## config.mk

```make
export PLATFORM = sky130hd
export DESIGN_NAME = aggregator
export DESIGN_NICKNAME = d
export VERILOG_FILES = /design/src/rtl/aggregator.sv
export SDC_FILE = /design/constraint.sdc
export NUM_CORES = 1
export LEC_CHECK = 0
export ABC_AREA = 1
export BUFFER_PORTS_ARGS = -buffer_cell sky130_fd_sc_hd__clkbuf_2
export CAP_MARGIN = 30
export CORE_MARGIN = 5
export CORE_UTILIZATION = 44
export DETAILED_ROUTE_END_ITERATION = 8
export PLACE_DENSITY = 0.65
export SLEW_MARGIN = 20
export SYNTH_ARGS = -nofsm -noshare
export SYNTH_HDL_FRONTEND = slang
export SYNTH_SLANG_ARGS = --single-unit
```

## constraint.sdc

```tcl
create_clock -name clk -period 5.25 [get_ports clk]
set_input_delay 0.2625 -clock clk [delete_from_list [all_inputs] [get_ports clk]]
set_output_delay 0.2625 -clock clk [all_outputs]
set_load 0.05 [all_outputs]
```

## src/rtl/aggregator.sv

```systemverilog
// aggregator -- packs a stream of narrow words into wide multi-lane words.
//
// Words are dequeued one per cycle from a narrow upstream FIFO. Each word fills
// the next free lane of an assembly register, starting at lane 0. When the last
// lane is filled, the assembled word moves into a single-entry output register,
// which is offered to a wide downstream FIFO. A flush request sends a partially
// filled word early, together with a lane-valid mask.
//
// Ports:
//   clk              clock
//   rst              synchronous active-high reset
//   sender_data      head word of the upstream FIFO (DATA_WIDTH)
//   sender_empty_n   upstream FIFO holds at least one word
//   sender_deq       dequeue strobe to the upstream FIFO
//   receiver_data    wide word, lane i at [(i+1)*DATA_WIDTH-1 : i*DATA_WIDTH]
//   receiver_mask    lane-valid mask for receiver_data
//   receiver_full_n  downstream FIFO can accept a word
//   receiver_enq     enqueue strobe to the downstream FIFO
//   flush            level request to send the current partial word
//   flush_ack        one-cycle pulse when a flush is done or dropped (empty)
//   busy             a partial word or a pending output word is held
module aggregator #(
  parameter int DATA_WIDTH  = 11,
  parameter int FETCH_WIDTH = 4
) (
  input  logic                              clk,
  input  logic                              rst,
  input  logic [DATA_WIDTH-1:0]             sender_data,
  input  logic                              sender_empty_n,
  output logic                              sender_deq,
  output logic [FETCH_WIDTH*DATA_WIDTH-1:0] receiver_data,
  output logic [FETCH_WIDTH-1:0]            receiver_mask,
  input  logic                              receiver_full_n,
  output logic                              receiver_enq,
  input  logic                              flush,
  output logic                              flush_ack,
  output logic                              busy
);

  localparam int CW = (FETCH_WIDTH > 1) ? $clog2(FETCH_WIDTH) : 1;
  localparam logic [CW-1:0] LAST_LANE = CW'(FETCH_WIDTH - 1);

  logic [DATA_WIDTH-1:0]             r_lanes [FETCH_WIDTH];
  logic [CW-1:0]                     r_count;
  logic [FETCH_WIDTH*DATA_WIDTH-1:0] r_out_data;
  logic [FETCH_WIDTH-1:0]            r_out_mask;
  logic                              r_out_valid;

  logic                              w_slot_free;
  logic                              w_last;
  logic                              w_deq;
  logic [CW:0]                       w_eff;
  logic                              w_full;
  logic                              w_flush_fire;
  logic                              w_load;
  logic [DATA_WIDTH-1:0]             w_lanes_in [FETCH_WIDTH];
  logic [FETCH_WIDTH*DATA_WIDTH-1:0] w_packed;
  logic [FETCH_WIDTH-1:0]            w_mask;

  // The output register is free if it is empty or is being drained right now.
  assign w_slot_free = !r_out_valid || receiver_full_n;
  assign w_last      = (r_count == LAST_LANE);

  // Filling the last lane needs the output register; other lanes never stall.
  assign w_deq = sender_empty_n && !rst && (!w_last || w_slot_free);

  // Lanes held after this cycle, counting a word accepted in this cycle.
  assign w_eff  = {1'b0, r_count} + (CW + 1)'(w_deq);
  assign w_full = w_deq && w_last;

  // eff can only reach FETCH_WIDTH through the full path, so !w_full means eff<FW.
  assign w_flush_fire = flush && (w_eff != '0) && !w_full && w_slot_free;
  assign w_load       = w_full || w_flush_fire;

  // Lanes above the fill point are always zero (cleared on load and reset),
  // so the merged view already has zeros in the unused lanes of a partial word.
  genvar gi;
  generate
    for (gi = 0; gi < FETCH_WIDTH; gi++) begin : g_lane
      assign w_lanes_in[gi] = (w_deq && (r_count == CW'(gi))) ? sender_data : r_lanes[gi];
      assign w_packed[gi*DATA_WIDTH +: DATA_WIDTH] = w_lanes_in[gi];
      assign w_mask[gi] = ((CW + 1)'(gi) < w_eff);

      always_ff @(posedge clk) begin
        if (rst || w_load) begin
          r_lanes[gi] <= '0;
        end else begin
          r_lanes[gi] <= w_lanes_in[gi];
        end
      end
    end
  endgenerate

  always_ff @(posedge clk) begin
    if (rst) begin
      r_count <= '0;
    end else if (w_load) begin
      r_count <= '0;
    end else if (w_deq) begin
      r_count <= r_count + CW'(1);
    end
  end

  // Data and mask hold after the word drains; only valid drops.
  always_ff @(posedge clk) begin
    if (rst) begin
      r_out_valid <= 1'b0;
      r_out_data  <= '0;
      r_out_mask  <= '0;
    end else if (w_load) begin
      r_out_valid <= 1'b1;
      r_out_data  <= w_packed;
      r_out_mask  <= w_mask;
    end else if (receiver_enq) begin
      r_out_valid <= 1'b0;
    end
  end

  assign sender_deq    = w_deq;
  assign receiver_data = r_out_data;
  assign receiver_mask = r_out_mask;
  assign receiver_enq  = r_out_valid && receiver_full_n && !rst;
  // A flush with nothing held is acknowledged and dropped.
  assign flush_ack     = !rst && flush && (w_load || (w_eff == '0));
  assign busy          = (r_count != '0) || r_out_valid;

endmodule

```

## Yosys cells after proc, flatten, opt, wreduce, memory -nomap -nowiden

Memories as Yosys holds them, arrays and structs flattened.
Index checks and enable logic that the tools add are counted.

| storage, ports and cells | value |
|---|---|
| memory bits (writable) | 44 |
| memory bits (read-only) | 0 |
| input bits | 16 |
| memories kept | 1 |
| latch bits | 0 |
| flip-flop bits (word level) | 51 |

| operators by class | value |
|---|---|
| bitwise operators | 4 |
| div/mod/pow operators | 0 |
| reduce and logical (&&, ||, !) cells | 29 |
| order comparisons | 4 |
| shifts and indexed selects | 0 |
| multipliers | 0 |
| eq/ne operators | 3 |
| multiplexer cells | 13 |
| add/sub/neg operators | 2 |

Memory list:

| name | words | width | read ports | clocked after memory_dff | write ports | RTL line | RTL |
|---|---|---|---|---|---|---|---|
| r_lanes | 4 | 11 | 4 | 0 | 4 | 43 | `logic [DATA_WIDTH-1:0] r_lanes [FETCH_WIDTH];` |

Operators by type and width:

| kind | count |
|---|---|
| $mux 11 | 8 |
| $logic_and 1x1->1 | 13 |
| $logic_or 1x1->1 | 6 |
| $lt 1x3->1 const A | 2 |
| $lt 2x3->1 const A | 2 |
| $mux 1 | 5 |
| $eq 2x2->1 const B | 2 |
| $logic_not 1->1 | 4 |
| $or 1x1->1 | 4 |
| $reduce_bool 2->1 | 2 |
| $add 2x1->3 | 1 |
| $logic_not 3->1 | 1 |
| $reduce_bool 3->1 | 1 |
| $add 2x1->2 const B | 1 |
| $eq 2x1->1 const B | 1 |
| $logic_not 2->1 | 1 |
| $reduce_or 2->1 | 1 |

## Depth between registers and ports, before layout

Gate-level depths: netlist of the first run.

| depth | value |
|---|---|
| word-level depth | 14 |
| mapped depth | 17 |

## Worst setup path after synthesis of the first run

No wires, ideal clock.

| timing path | value |
|---|---|
| path kind | flip-flop to output port |
| start | register r_count[0] |
| end | output flush_ack |
| buffers on the path | 0 |
| path slack | 2.450 ns |
| data required time | 4.988 ns |
| stages on the path, launching flop included | 16 |
| data arrival time | 2.538 ns |
| cell sequence | dfxtp_1 -> ha_1 -> nand3_1 -> nand2_1 -> inv_1 -> ha_1 -> inv_1 -> ha_1 -> nor2_1 -> nand2_1 -> nand2_1 -> nand2_2 -> inv_1 -> nand2_1 -> nand2_1 -> inv_1 |

| between the ends | value |
|---|---|
| longest elaborated chain between the ends | 12 |

Ends and longest elaborated chain:

| item | RTL line | RTL |
|---|---|---|
| start: declaration | 44 | `logic [CW-1:0] r_count;` |
| start signal: assignment | 100 | `r_count <= r_count + CW'(1);` |
| $eq 2x2->1 * | 62 | `assign w_last = (r_count == LAST_LANE);` |
| $logic_not 1->1 * | 65 | `assign w_deq = sender_empty_n && !rst && (!w_last \|\| w_slot_free);` |
| $logic_or 1x1->1 * | 65 |  |
| $logic_and 1x1->1 * | 65 |  |
| via sender_deq | 30 | `output logic sender_deq,` |
| $add 2x1->3 | 68 | `assign w_eff = {1'b0, r_count} + (CW + 1)'(w_deq);` |
| $reduce_bool 3->1 | 72 | `assign w_flush_fire = flush && (w_eff != '0) && !w_full && w_slot_free;` |
| $logic_and 1x1->1 (3 in a row) | 72 |  |
| $logic_or 1x1->1 | 73 | `assign w_load = w_full \|\| w_flush_fire;` |
| $logic_or 1x1->1 * | 124 | `assign flush_ack = !rst && flush && (w_load \|\| (w_eff == '0));` |
| $logic_and 1x1->1 * | 124 |  |
| end: declaration | 36 | `output logic flush_ack,` |

Mark *: on every way through the listed nets, which the timed path passes. The rest lies on a longest branch.

## Worst setup path in the final report of the first run

| timing path | value |
|---|---|
| start | register r_count[0] |
| end | output flush_ack |

| between the ends | value |
|---|---|
| longest elaborated chain between the ends | 12 |

Ends and longest elaborated chain:

| item | RTL line |
|---|---|
| $eq 2x2->1 | 62 |
| $logic_not 1->1 | 65 |
| $logic_or 1x1->1 | 65 |
| $logic_and 1x1->1 | 65 |
| $add 2x1->3 | 68 |
| $reduce_bool 3->1 | 72 |
| $logic_and 1x1->1 (3 in a row) | 72 |
| $logic_or 1x1->1 | 73 |
| $logic_or 1x1->1 * | 124 |
| $logic_and 1x1->1 * | 124 |

Mark *: on every way between the ends. The rest lies on a longest branch, timed or not.

==> results of run 1 <==
[final timing paths]
kind,start,to,slack [ps],cells past startpoint
max,r_count[0],flush_ack,1970,17
min reg2reg,receiver_mask[1],receiver_mask[1],450,2
max reg2reg,r_count[0],r_lanes[1][8],2020,15
min,sender_data[0],receiver_data[33],330,5
[sequential cells by signal, indices dropped and copies added, names as in the netlist]
name and count:
r_out_valid 1, r_lanes 44, receiver_data 44, receiver_mask 4
r_count 2
[worst max-delay path: cells and delay by family, from the launching register on]
family	cells	cell delay [ps]
and+or+nand+nor	8	750
adders and majority gates	3	720
DFF	1	350
buffers and inverters	6	820
[final cells by class]
class                   instances  area, µm²
flip-flops and latches         95       1900
fillers                       876       4230
repair buffers                 72        393
multi-input cells             347       1620
inverters                      26       97.6
clock buffers                  10        138
well taps                     108        135
clock inverters                 6       36.3
[metrics by stage]
stage	power (mW)	area, µm²	hold WS [ps]	std cells
floorplan	0.856	3800	438	498
global placement	0.882	4120	437	647
detailed placement	0.888	4150	435	648
CTS	1.32	4320	313	664
global route	1.36	4320	370	664
finish	1.30	4320	333	664
[power breakdown]
part / leakage (nW) / switching [mW] / total (mW) / internal (mW)
logic: 1.39 / 0.0988 / 0.133 / 0.0337
registers: 0.767 / 0.00564 / 0.737 / 0.732
clock network: 0.0918 / 0.243 / 0.426 / 0.182
[kinds of logic after synthesis]
family	count (synthesis)	synth area share
adder cells (fa/ha/maj)	7	0.0230
XOR/XNOR	1	0.00230
buffers and inverters	56	0.0766
AO/OA/AOI/OAI	13	0.0181
flip-flops	95	0.500
AND/OR/NAND/NOR	326	0.380
[per-layer routing]
layer / GRT usage / up-vias / part of all wire
li1: - / 1654 / -
met1: 0.234 / 1396 / 0.48
met2: 0.266 / 74 / 0.44
met3: 0.0359 / 13 / 0.059
met4: 0.0737 / 0 / 0.018
met5: 0 / - / 0
[cell usage after synthesis, drive strengths merged]
library cell | number | area, µm²
a21oi | 2 | 13.8
and2 | 44 | 275
buf | 21 | 160
clkbuf | 9 | 33.8
dfxtp | 95 | 1900
ha | 7 | 87.6
inv | 26 | 97.6
nand2 | 233 | 877
nand3 | 6 | 42.5
nand4 | 33 | 206
nor2 | 9 | 38.8
nor3 | 1 | 5.00
o21ai | 11 | 55.1
xor2 | 1 | 8.76
==> impl_metrics.ini, run 1 <==
[run_status]
status = complete, no violations

[global_routing]
grt_pass1_wl_um = 14300
antenna_found_initial = 0
grt_pass1_vias = 2948
grt_usage = 0.172
grt_max_degree = 45
grt_remaining_overflow = 0

[clock_tree]
cts-root-buf = clkbuf_8
clk_latency_ps = 350
h-tree-depth = 3
cts_resized = 0
cts_tree = built
cts.sinks = 95
clk_pin_slew_ps = 90
numCtsBuffers = 9
post-cts-setup-buffers = 0
hold_buffers = 0
cts_buffer_depth = 2

[die]
dieArea_um2 = 10600
die_w_um = 103
initial_core_util = 0.445
rows = 34
core-area_um2 = 8550
num_io_pins = 68
fp.dieH_um = 103

[logic_synthesis]
synth_cells = 498
ys_warn_count = 0
ys_seq_area_frac = 0.500
syn_avg_cell_area_um2 = 7.64
synth_area_um2 = 3800
ys_ff_latch = 95
synth.distinct_cells = 21
synthesis.nets = 521

[setup_path]
crit_path_cell_trace = ha_1 > nand3_1 > buf_4 > nand2_1 > inv_1 > ha_1 > inv_1 > ha_1 > nor2_1 > nand2_1 > nand2_1 > nand2_2 > inv_1 > nand2_1 > nand2_1 > inv_1 > clkbuf_2
slowest_stage = dfxtp_1
critPathLaunchType = flop
cpMostUsedCell = nand2_1
worstSetupPathType = flop to output port
arrival_ps = 3010
critPathCaptureType = output port
cp_max_fo = 37
cpPeakStageDelay_ps = 350
required_ps = 4990

[placement]
dpl_worst_slack_ps = 2010
place_congestion = 0.811
portBuffers = 67
hpwlAfterDp_um = 6050

[timing]
finalSetupViolCount = 0
worstMarginPinSlew_ps = 627
slew_viol_final = 0
period_share = 0.624
hold_viol = 0
fin_crit_ps = 3280
fmax_mhz = 305
clock_skew_ps = 5.45
slew_headroom = 0.581
rsz0062_at_grt = no
layout_setup_ws_ps = 1970
finalSetupTns_ps = 0

[power]
p_leak_nw = 2.25
p_per_area_nw_per_um2 = 300
max-vdd-ir-drop_mv = 0.148

[final_layout]
nNetsFinal = 574
antenna_cells = 0
final_common_cell = nand2_1
fin_util = 0.506
layout_common_cells = nand2_1 (232), dfxtp_1 (95), clkbuf_2 (67)
synthToLayoutAreaGrowth_pct = 13.7
drive_gt1_frac = 0.169

[flow_run]
cap_viol_max_count = 0

[route]
vias = 3137
drc = 0
antenna_left = 0
dr.pass1.iters = 4
wirelength_um = 8540
first_iter_violations = 172
routed_via_density = 4.72
wl_per_cell_um = 12.9

[worst_hold_path]
min_path_type = input port to flop
No activity file was read; power rests on OpenSTA's default activity.
==> inputs of run 2 (changes only) <==
- PLACE_DENSITY: 0.65 -> 0.68
- clock period: 5.25 -> 2.67 ns (I/O delays scaled with it)
==> impl_metrics.ini, run 2 (synthesis results as in run 1) <==
[power]
p_leak_nw = 2.29
combPwrFrac = 0.106
p_switching_mw = 0.680
max-vdd-ir-drop_mv = 0.282
p_per_area_nw_per_um2 = 598
p_int_mw = 2.00
totalPowerFinal_mw = 2.68
swShare = 0.254
pwr-share-clk = 0.352
p_seq_frac = 0.541

[worst_hold_path]
hold_path_end = r_count[0]
worst_hold_startpoint = rst
min_path_type = input port to flop
hold_depth = 6

[route]
met2RoutedLength_um = 3920
wl_met1_um = 3900
top_layer = met4
routed_via_density = 4.77
wl_per_cell_um = 12.6
drc = 0
vias = 3202
dr.pass1.iters = 5
first_iter_violations = 208
antenna_left = 0
wirelength_um = 8480
met3_length_um = 442

[timing]
fmax_mhz = 397
worstMarginPinSlew_ps = 530
finalSetupViolCount = 0
hold_viol = 0
hold_ws_ps = 196
slew_viol_final = 0
clock_skew_ps = 4.43
period_share = 0.944
fin_crit_ps = 2520
slew_headroom = 0.646

[placement]
place_congestion = 0.765
portBuffers = 67
dpl.cell_count = 654
hpwlAfterDp_um = 5840

[setup_path]
required_ps = 2540
worstSetupPathType = flop to output port
ff2ff_path_depth = 14
critPathLaunchType = flop
rrSetupSlack_ps = 270
critPathCaptureType = output port
arrival_ps = 2390
cp_max_fo = 4
r2r-start = r_count[0]
timing.rr.end = receiver_data[22]

[final_layout]
drive_gt1_frac = 0.192
synthToLayoutAreaGrowth_pct = 17.7
antenna_cells = 0
final_cells = 671
nNetsFinal = 582
layout_common_cells = nand2_1 (230), dfxtp_1 (93), clkbuf_2 (66)
final_common_cell = nand2_1

[clock_tree]
clk_pin_slew_ps = 80
cts_buffer_depth = 2
cts.sinks = 95
hold_buffers = 0
cts_tree = built
cts-root-buf = clkbuf_8
numCtsBuffers = 9
clk_latency_ps = 350
h-tree-depth = 3

[die]
die_w_um = 103
fp.dieH_um = 103
core-area_um2 = 8550
dieArea_um2 = 10600
rows = 34
initial_core_util = 0.445
num_io_pins = 68

[global_routing]
antenna_found_initial = 0
grt_pass1_vias = 3013
grt_max_degree = 55
grt_pass1_wl_um = 14200
grt_usage = 0.170
grt_remaining_overflow = 0

[run_status]
status = complete, no violations

[flow_run]
cap_viol_max_count = 0
## run 2: cell count changes in the layout (fill, tap and decap cells not counted), sizes merged
cell	before	now
buf	5	13
clkinv	5	1
clkbuf	77	79
bufinv	0	1
clkinvlp	1	2
inv	26	25
## run 2: layer usage
metal,global-route usage,vias to the layer above
met2,0.278,88
met5,0,-
met3,0.0271,21
li1,-,1668
met1,0.223,1425
met4,0.0717,0
## run 2: layout make-up
class / instances / area [µm²]
clock inverters: 3 / 42.5
well taps: 108 / 135
flip-flops and latches: 95 / 1900
fillers: 854 / 4070
repair buffers: 80 / 474
inverters: 26 / 101
multi-input cells: 347 / 1670
clock buffers: 12 / 155
## run 2: worst max-delay path by stage
| stage | cells after the start | startpoint | slack, ps | end |
|---|---|---|---|---|
| final | 16 | r_count[1] | 150 | flush_ack |
| after floorplan | 16 | r_count[1] | 20 | receiver_data[10] |
| after CTS | 16 | r_count[0] | 20 | flush_ack |
| after global routing | 16 | r_count[1] | -30 | flush_ack |
| after global placement | 13 | r_count[0] | -40 | receiver_data[36] |
| after detailed placement | 14 | r_count[0] | 140 | r_lanes[0][5] |
## run 2: power by group through the flow
stage	clock (mW)	combinational (mW)	sequential, mW
5_1_grt	1.03	0.316	1.45
2_1_floorplan	0	0.175	1.51
3_5_place_dp	0	0.273	1.48
3_3_place_gp	0	0.265	1.48
6_report	0.944	0.285	1.45
4_1_cts	0.975	0.278	1.45
## run 2: timing repair
action / 4_1_cts / 5_1_grt
pin swaps: 0 / 3
endpoints found under the setup margin: 1 / 39
setup buffers: 0 / 2
gates resized for setup: 5 / 6
## run 2: stage by stage
stage | utilization | cell area, µm² | setup slack [ps] | setup TNS, ps
2_1_floorplan | - | 3810 | 21.3 | 0
5_1_grt | 0.524 | 4480 | -30.2 | -30.2
4_1_cts | 0.519 | 4440 | 19.8 | 0
6_report | 0.524 | 4480 | 149 | 0
3_3_place_gp | 0.490 | 4190 | -40.2 | -156
3_5_place_dp | 0.493 | 4220 | 139 | 0
## run 2: worst max-delay path, stage by stage, from the launching register on
cell        delay [ps]
dfxtp_2            360
ha_4               150
nand3_4             90
nand2_4            110
clkinvlp_4         100
ha_2               200
inv_1               50
ha_1               230
nor2_1             100
nand2_1             90
nand2_2            120
nand2_4             80
inv_1               60
nand2_1             50
nand2_1             60
inv_1               40
clkbuf_8           170
==> inputs of run 3 (changes only) <==
- PLACE_DENSITY: 0.68 -> default
- PLACE_DENSITY_LB_ADDON: default -> 0.08
==> impl_metrics.ini, run 3 (synthesis results as in run 1) <==
[global_routing]
grt_remaining_overflow = 0
met3_usage = 0.0345
grt_usage = 0.178
grt_max_degree = 66
antenna_found_initial = 0
top_usage_layer = met2
gr-usage-met2 = 0.263
grt_pass1_vias = 2899
met1_usage = 0.253
grt_pass1_wl_um = 14400

[timing]
slew_viol_final = 0
rsz0062_at_grt = yes
period_share = 0.967
slew_headroom = 0.522
finalSetupViolCount = 0
worstMarginPinSlew_ps = 716
hold_ws_ps = 220
fmax_mhz = 387
hold_viol = 0
clock_skew_ps = 9.38
fin_crit_ps = 2580
layout_setup_ws_ps = 88.9

[final_layout]
synthToLayoutAreaGrowth_pct = 17.8
nFillCells = 908
final-seq-area_um2 = 1900
final_common_cell = nand2_1
fin_area_um2 = 4480
antenna_cells = 0
nNetsFinal = 583
layout_common_cells = nand2_1 (230), dfxtp_1 (93), clkbuf_2 (66)
drive_gt1_frac = 0.193
multiInputGateArea_um2 = 1670

[die]
num_io_pins = 68
fp.dieH_um = 103
dieArea_um2 = 10600
rows = 34
initial_core_util = 0.445
core-area_um2 = 8550
die_w_um = 103

[setup_path]
required_ps = 2540
critPathCaptureType = output port
arrival_ps = 2450
cp_max_fo = 4
worstSetupPathType = flop to output port
critPathLaunchType = flop

[route]
antenna_left = 0
drc = 0
dr.pass1.iters = 4
routed_via_density = 4.70
wirelength_um = 8980
first_iter_violations = 216
wl_per_cell_um = 13.4
vias = 3156

[worst_hold_path]
min_path_type = input port to flop

[placement]
place_congestion = 0.754
portBuffers = 67
dpl_worst_slack_ps = -26.2
place_area_um2 = 4210
hpwlAfterDp_um = 5840

[clock_tree]
h-tree-depth = 3
cts.sinks = 95
clk_latency_ps = 360
hold_buffers = 0
cts_tree = built
cts-root-buf = clkbuf_8
clk_pin_slew_ps = 90
numCtsBuffers = 9
cts_buffer_depth = 2

[run_status]
status = complete, no violations

[power]
p_per_area_nw_per_um2 = 616
p_leak_nw = 2.30
max-vdd-ir-drop_mv = 0.276

[flow_run]
cap_viol_max_count = 0
[run 3: path summary, 6_finish.rpt]
check             cells after the start                end  slack [ps]         startpoint
hold / removal                        5  receiver_data[32]         220    sender_data[10]
setup / recovery                     16          flush_ack          90         r_count[0]
setup reg to reg                     14  receiver_data[21]         180         r_count[0]
hold reg to reg                       2  receiver_data[22]         450  receiver_data[22]
[run 3: final cells by class]
cell class,instances,share of cell area
Timing Repair Buffer,81,0.103
Clock inverter,3,0.0151
Multi-Input combinational cell,347,0.372
Tap cell,108,0.0302
Sequential cell,95,0.425
Clock buffer,12,0.0324
Inverter,26,0.0226
[run 3: critical path: stages, from the launching register on]
cell and delay (ps):
dfxtp_2 360, ha_4 160, nand3_2 120, nand2_4 110, clkinvlp_4 100, ha_2 190
inv_1 80, ha_4 200, nor2_1 80, nand2_1 80, nand2_2 110, nand2_2 100
inv_1 70, nand2_1 60, nand2_1 60, inv_1 40, buf_4 180
[run 3: per-stage QoR]
step | power (mW) | util | setup TNS, ps | std cells
after floorplan | 1.68 | - | 0 | 498
after global placement | 1.76 | 0.493 | 0 | 656
after detailed placement | 1.76 | 0.493 | -47.7 | 656
after CTS | 2.79 | 0.520 | 0 | 671
after global routing | 2.89 | 0.524 | -275 | 672
final | 2.76 | 0.524 | 0 | 672
[run 3: routing by layer]
layer | vias up | routed length [µm]
met5 | - | 0
met3 | 11 | 482
met1 | 1400 | 4340
met2 | 79 | 3990
li1 | 1666 | -
met4 | 0 | 168
[run 3: repair_timing]
item | 4_1_cts | 5_1_grt
gates resized for setup | 6 | 6
pin swaps | 0 | 1
buffers inserted | 0 | 1
cloned | 0 | 0
endpoints found under the setup margin | 12 | 24
[run 3: where the power goes]
group,internal [mW],switching (mW)
logic,0.0783,0.205
registers,1.44,0.0109
clock network,0.549,0.476
total,2.07,0.692
